===== src/rtl/video_timing_pkg.sv =====
// Mode table and shared widths for the raster timing generator.
package video_timing_pkg;

    localparam int unsigned FRAME_COUNT_W = 16;

    // 720p60 runs at 74.25 MHz, 800x600@60 at 40 MHz, 640x480@60 at 25.175 MHz.
    typedef enum logic [1:0] {
        MODE_720P60     = 2'd0,
        MODE_800X600_60 = 2'd1,
        MODE_640X480_60 = 2'd2
    } video_mode_e;

    typedef struct packed {
        int unsigned h_active;
        int unsigned h_front;
        int unsigned h_sync;
        int unsigned h_back;
        int unsigned v_active;
        int unsigned v_front;
        int unsigned v_sync;
        int unsigned v_back;
        logic        hsync_pol;
        logic        vsync_pol;
    } mode_timing_t;

    function automatic mode_timing_t mode_timing(video_mode_e mode);
        mode_timing_t t;
        case (mode)
            MODE_800X600_60: t = '{32'd800, 32'd40, 32'd128, 32'd88,
                                   32'd600, 32'd1, 32'd4, 32'd23, 1'b1, 1'b1};
            MODE_640X480_60: t = '{32'd640, 32'd16, 32'd96, 32'd48,
                                   32'd480, 32'd10, 32'd2, 32'd33, 1'b0, 1'b0};
            default:         t = '{32'd1280, 32'd110, 32'd40, 32'd220,
                                   32'd720, 32'd5, 32'd5, 32'd20, 1'b1, 1'b1};
        endcase
        return t;
    endfunction

    localparam mode_timing_t MODE_DEFAULT = mode_timing(MODE_720P60);

endpackage


===== src/rtl/video_axis_counter.sv =====
// One raster axis: a wrapping position counter plus active/sync segment decodes.
module video_axis_counter #(
    parameter int unsigned ACTIVE = 8,
    parameter int unsigned FRONT  = 2,
    parameter int unsigned SYNC   = 2,
    parameter int unsigned BACK   = 4,
    parameter int unsigned W      = 4
) (
    input  logic         clk,
    input  logic         reset,
    input  logic         step,
    output logic [W-1:0] count,
    output logic         wrap,
    output logic         in_active,
    output logic         in_sync
);

    localparam int unsigned TOTAL = ACTIVE + FRONT + SYNC + BACK;
    localparam int unsigned XW    = W + 1;

    // Segment bounds carry one spare bit so a segment ending exactly at 2^W still compares correctly.
    localparam logic [W:0]   ACTIVE_END = XW'(ACTIVE);
    localparam logic [W:0]   SYNC_START = XW'(ACTIVE + FRONT);
    localparam logic [W:0]   SYNC_END   = XW'(ACTIVE + FRONT + SYNC);
    localparam logic [W-1:0] LAST       = W'(TOTAL - 1);

    logic [W-1:0] count_q, count_d;
    logic [W:0]   count_x;

    always_comb begin
        // NOTE: default assigned first so no path leaves count_d unassigned (no latch).
        count_d = count_q;
        if (step) begin
            count_d = (count_q == LAST) ? '0 : count_q + W'(1);
        end
    end

    always_ff @(posedge clk) begin
        // NOTE: reset is synchronous, so it lives inside the clocked branch; state uses <= only.
        if (reset) begin
            count_q <= '0;
        end else begin
            count_q <= count_d;
        end
    end

    assign count_x   = {1'b0, count_q};
    assign count     = count_q;
    assign wrap      = step && (count_q == LAST);
    assign in_active = (count_x < ACTIVE_END);
    assign in_sync   = (count_x >= SYNC_START) && (count_x < SYNC_END);

endmodule


===== src/rtl/video_raster_timing.sv =====
// Raster timing generator: registered sync/DE/coordinate outputs, frame/vblank pulses,
// completed-frame counter and a sticky line-compare interrupt with acknowledge.
module video_raster_timing
    import video_timing_pkg::*;
#(
    parameter int unsigned H_ACTIVE  = MODE_DEFAULT.h_active,
    parameter int unsigned H_FRONT   = MODE_DEFAULT.h_front,
    parameter int unsigned H_SYNC    = MODE_DEFAULT.h_sync,
    parameter int unsigned H_BACK    = MODE_DEFAULT.h_back,
    parameter int unsigned V_ACTIVE  = MODE_DEFAULT.v_active,
    parameter int unsigned V_FRONT   = MODE_DEFAULT.v_front,
    parameter int unsigned V_SYNC    = MODE_DEFAULT.v_sync,
    parameter int unsigned V_BACK    = MODE_DEFAULT.v_back,
    parameter bit          HSYNC_POL = MODE_DEFAULT.hsync_pol,
    parameter bit          VSYNC_POL = MODE_DEFAULT.vsync_pol,
    parameter int unsigned X_W       = 11,
    parameter int unsigned Y_W       = 10
) (
    input  logic                     clk,
    input  logic                     reset,
    input  logic                     irq_en,
    input  logic [Y_W-1:0]           irq_line,
    input  logic                     irq_ack,
    output logic                     hsync,
    output logic                     vsync,
    output logic                     visible,
    output logic [X_W-1:0]           pixel_x,
    output logic [Y_W-1:0]           pixel_y,
    output logic                     frame_start,
    output logic                     vblank_start,
    output logic                     line_irq,
    output logic [FRAME_COUNT_W-1:0] frame_count
);

    localparam logic [X_W-1:0] IRQ_COL    = X_W'(H_ACTIVE);
    localparam logic [Y_W-1:0] VBLANK_ROW = Y_W'(V_ACTIVE);

    logic [X_W-1:0] h_count;
    logic           h_wrap, h_active, h_sync;
    logic [Y_W-1:0] v_count;
    logic           v_wrap, v_active, v_sync;

    video_axis_counter #(
        .ACTIVE (H_ACTIVE),
        .FRONT  (H_FRONT),
        .SYNC   (H_SYNC),
        .BACK   (H_BACK),
        .W      (X_W)
    ) u_h_counter (
        .clk       (clk),
        .reset     (reset),
        .step      (1'b1),
        .count     (h_count),
        .wrap      (h_wrap),
        .in_active (h_active),
        .in_sync   (h_sync)
    );

    video_axis_counter #(
        .ACTIVE (V_ACTIVE),
        .FRONT  (V_FRONT),
        .SYNC   (V_SYNC),
        .BACK   (V_BACK),
        .W      (Y_W)
    ) u_v_counter (
        .clk       (clk),
        .reset     (reset),
        .step      (h_wrap),
        .count     (v_count),
        .wrap      (v_wrap),
        .in_active (v_active),
        .in_sync   (v_sync)
    );

    logic at_origin, at_vblank, irq_hit;

    always_comb begin
        at_origin = (h_count == '0) && (v_count == '0);
        at_vblank = (h_count == '0) && (v_count == VBLANK_ROW);
        irq_hit   = irq_en && (h_count == IRQ_COL) && (v_count == irq_line);
    end

    logic                     hsync_q, vsync_q, visible_q;
    logic [X_W-1:0]           pixel_x_q;
    logic [Y_W-1:0]           pixel_y_q;
    logic                     frame_start_q, vblank_start_q;
    logic                     line_irq_q, line_irq_d;
    logic                     frame_wrap_q;
    logic [FRAME_COUNT_W-1:0] frame_count_q, frame_count_d;

    // Set beats a simultaneous acknowledge; a low irq_en only blocks new sets.
    assign line_irq_d = irq_hit || (line_irq_q && !irq_ack);

    // The wrap is delayed one stage so the count steps together with the frame_start output.
    assign frame_count_d = frame_wrap_q ? frame_count_q + FRAME_COUNT_W'(1) : frame_count_q;

    always_ff @(posedge clk) begin
        if (reset) begin
            hsync_q        <= ~HSYNC_POL;
            vsync_q        <= ~VSYNC_POL;
            visible_q      <= 1'b0;
            pixel_x_q      <= '0;
            pixel_y_q      <= '0;
            frame_start_q  <= 1'b0;
            vblank_start_q <= 1'b0;
            line_irq_q     <= 1'b0;
            frame_wrap_q   <= 1'b0;
            frame_count_q  <= '0;
        end else begin
            hsync_q        <= h_sync ? HSYNC_POL : ~HSYNC_POL;
            vsync_q        <= v_sync ? VSYNC_POL : ~VSYNC_POL;
            visible_q      <= h_active && v_active;
            pixel_x_q      <= h_count;
            pixel_y_q      <= v_count;
            frame_start_q  <= at_origin;
            vblank_start_q <= at_vblank;
            line_irq_q     <= line_irq_d;
            frame_wrap_q   <= v_wrap;
            frame_count_q  <= frame_count_d;
        end
    end

    assign hsync        = hsync_q;
    assign vsync        = vsync_q;
    assign visible      = visible_q;
    assign pixel_x      = pixel_x_q;
    assign pixel_y      = pixel_y_q;
    assign frame_start  = frame_start_q;
    assign vblank_start = vblank_start_q;
    assign line_irq     = line_irq_q;
    assign frame_count  = frame_count_q;

endmodule

===== config.mk =====
export PLATFORM = sky130hd
export DESIGN_NAME = video_raster_timing
export DESIGN_NICKNAME = d
export VERILOG_FILES = /design/src/rtl/video_timing_pkg.sv /design/src/rtl/video_axis_counter.sv /design/src/rtl/video_raster_timing.sv
export SDC_FILE = /design/constraint.sdc
export NUM_CORES = 1
export LEC_CHECK = 0
export CAP_MARGIN = 20
export CORE_ASPECT_RATIO = 1.75
export CORE_MARGIN = 5
export CORE_UTILIZATION = 54
export DETAILED_ROUTE_END_ITERATION = 12
export PLACE_DENSITY = 0.84
export SYNTH_ARGS = -nofsm -noshare
export SYNTH_HDL_FRONTEND = slang
export SYNTH_SLANG_ARGS = --single-unit

===== constraint.sdc =====
create_clock -name clk -period 4.8 [get_ports clk]
set_input_delay 0.96 -clock clk [delete_from_list [all_inputs] [get_ports clk]]
set_output_delay 0.96 -clock clk [all_outputs]
set_load 0.02 [all_outputs]

==> flow_summary.toml <==
[pwr]
power_density_nw_per_um2 = 311
p_sw_mw = 0.235
internal_power_mw = 0.859
worst_ir_drop_vdd_mv = 0.237
seqPwrFrac = 0.502
switching_share = 0.215
p_leak_nw = 1.22
p_clk_frac = 0.455
pwr-share-comb = 0.042

[critical_path]
crit_buf_inv = 1
cp.arrival_ns = 1.43
timing.setup.critical_path_class = "flop to output port"
max_stage_delay_ns = 0.65
path_cells = "clkdlybuf4s50_1"
crit_family = "buffers and inverters"
crit_required_ns = 3.84
worstPathMaxFanout = 7
critical_path_capture_point_type = "output port"
start_kind = "flop"
critical-path-slowest-cell = "sky130_fd_sc_hd__clkdlybuf4s50_1"

[timing]
clock_skew_ns = 0.00663
fin_tns_setup_ns = 0
hold_viol = 0
slew_hr = 0.685
drv_slew = 0
final_period_minus_worst_setup_slack_ns = 2.39
rsz_0062_raised_after_global_routing = "false"
finalSetupViolCount = 0
final_setup_margin_ns = 2.41
final_min_period_over_clock_period = 0.499
tightestPinTransition_ns = 0.472
max_freq_ghz = 0.418

[cells_and_area]
num_antenna_cells = 0
drive_above_1_share = 0.0606
fillCellCount = 373
num-nets-final = 380
layout.cells.most_common = "sky130_fd_sc_hd__dfxtp_1"
synthToLayoutAreaGrowth_pct = 27.8
most-common-layout-cells = "sky130_fd_sc_hd__dfxtp_1 (65), sky130_fd_sc_hd__clkdlybuf4s50_1 (56), sky130_fd_sc_hd__nor2_1 (42), sky130_fd_sc_hd__nand2_1 (20)"

[yosys]
seq_area_frac_synth = 0.473
async_flop_share = 0
avgSynthCellArea_sq_um = 8.91
syn_inst = 309
postSynth.topFlopCell = "sky130_fd_sc_hd__dfxtp_1"
synth_seq_cells = 65
synth-edff-count = 0
synth_cell_type_count = 33
yosys_warnings = 0
mappedNetlistNets = 331
netlist_area_sq_um = 2750

[detailed_routing]
drcViolationCount = 0
drtPass1Iterations = 4
wl_mm = 5.99
detailedRoute.firstIterationViolations = 206
postRouteAntennaNets = 0
routed-wl-met3_microns = 332
wl_per_cell_microns = 14.4
met1_wire_length_mm = 2.40
viasPerCell = 5.52
dr_total_vias = 2300
routed-wl-met2_mm = 3.11
route.top_layer_used = "met4"

[clock_network]
hold_buffers = 0
ctsResizeCount = 0
clk-insertion-delay-late_ns = 0.33
clock_tree_from_tritoncts = "yes"
clk_transition_reported_paths_ns = 0.07
post-cts-setup-buffer-count = 0
htree_levels = 3
cts_root_buf = "sky130_fd_sc_hd__clkbuf_8"
cts-buffers-inserted = 9
max-clock-path-buffers = 2
cts_sinks = 65

[die]
floorplan.initialDensity = 0.553
die_area_sq_um = 6680
top_level_ports = 57
chipWidth_microns = 64.0
core_sq_um = 4980
die_height_microns = 104
placementRows = 34

[grt]
maximum_number_of_pins_on_one_net_before_global_route_repair = 44
global_route.overflow_total = 0
antenna_found_initial = 0
grt_pass1_wl_mm = 10.1
track_usage = 0.188
grt_pass1_vias = 2273

[worst_hold_path]
timing.hold.worst.class = "flop to flop"

[place]
io_buffer_count = 56
pre_cts_ws_ns = 2.28
dpl.hpwl_mm = 4.32
gpl.final_weighted_congestion = 0.792

[outcome]
run_status = "finished, final reports clean"

[flow_run]
maxCapViolCount = 0
-- path summary, 6_finish.rpt --
check	startpoint	endpoint	slack [ns]	depth (start not counted)
worst min-delay path	frame_count[15]	frame_count[15]	0.49	2
worst max register to register	u_h_counter.count[1]	u_v_counter.count[1]	2.70	6
worst min register to register	frame_count[15]	frame_count[15]	0.49	2
worst max-delay path	frame_count[7]	frame_count[7]	2.41	1
-- state kept, by name, indices dropped and copies added (netlist names) --
| name | count |
|---|---|
| vsync | 1 |
| frame_start | 1 |
| pixel_x | 11 |
| hsync | 1 |
| pixel_y | 10 |
| u_v_counter.count | 10 |
| visible | 1 |
| frame_wrap_q | 1 |
| line_irq | 1 |
| frame_count | 16 |
| u_h_counter.count | 11 |
| vblank_start | 1 |
-- cells in the mapped netlist (2+ instances only) --
library cell / count / area, sq um
sky130_fd_sc_hd__a21oi_1: 14 / 70.1
sky130_fd_sc_hd__and3_1: 2 / 12.5
sky130_fd_sc_hd__buf_6: 2 / 22.5
sky130_fd_sc_hd__clkbuf_1: 16 / 60.1
sky130_fd_sc_hd__dfxtp_1: 65 / 1300
sky130_fd_sc_hd__ha_1: 8 / 100
sky130_fd_sc_hd__inv_1: 9 / 33.8
sky130_fd_sc_hd__nand2_1: 20 / 75.1
sky130_fd_sc_hd__nand3_1: 10 / 50.1
sky130_fd_sc_hd__nand4_1: 12 / 75.1
sky130_fd_sc_hd__nand4b_1: 2 / 17.5
sky130_fd_sc_hd__nor2_1: 42 / 158
sky130_fd_sc_hd__nor2b_1: 17 / 106
sky130_fd_sc_hd__nor3_1: 8 / 40.0
sky130_fd_sc_hd__nor4_1: 10 / 62.6
sky130_fd_sc_hd__o21ai_0: 12 / 60.1
sky130_fd_sc_hd__or3_1: 12 / 75.1
sky130_fd_sc_hd__or4_1: 2 / 15.0
sky130_fd_sc_hd__xnor2_1: 17 / 149
sky130_fd_sc_hd__xor2_1: 16 / 140
-- per-layer routing --
layer | vias up | track usage
li1 | 1144 | -
met1 | 1066 | 0.206
met2 | 79 | 0.327
met3 | 11 | 0.0443
met4 | 0 | 0.0921
met5 | - | 0
-- logic make-up after synthesis --
logic type	synth area share
DFF	0.473
adders and majority gates	0.0364
buffers and inverters	0.0441
xor gates and xnor gates	0.105
and+or+nand+nor	0.275
AOI/OAI and AO/OA	0.0636
muxes	0.00364
-- final cells by class --
class	instances	area [sq um]	area share
Timing Repair Buffer	57	568	0.161
Tap cell	54	67.6	0.0192
Clock inverter	7	93.8	0.0267
Multi-Input combinational cell	216	1330	0.378
Clock buffer	9	124	0.0352
Inverter	9	33.8	0.00960
Sequential cell	65	1300	0.370
-- power groups by stage --
stage,combinational [mW],clock [mW],sequential (mW)
floorplan,0.0229,0,0.562
global placement,0.0464,0,0.561
detailed placement,0.0469,0,0.561
CTS,0.0469,0.508,0.549
global route,0.0507,0.532,0.549
finish,0.0465,0.498,0.549
-- metrics by stage --
step | area (sq um) | instances | power (mW) | hold slack [ns] | util
5_1_grt | 3520 | 417 | 1.13 | 0.501 | 0.707
4_1_cts | 3520 | 417 | 1.10 | 0.489 | 0.707
2_1_floorplan | 2750 | 309 | 0.585 | 0.457 | -
3_5_place_dp | 3300 | 401 | 0.608 | 0.456 | 0.663
3_3_place_gp | 3300 | 401 | 0.607 | 0.441 | 0.663
6_report | 3520 | 417 | 1.09 | 0.492 | 0.707
Power figures use the tool's default switching activity.
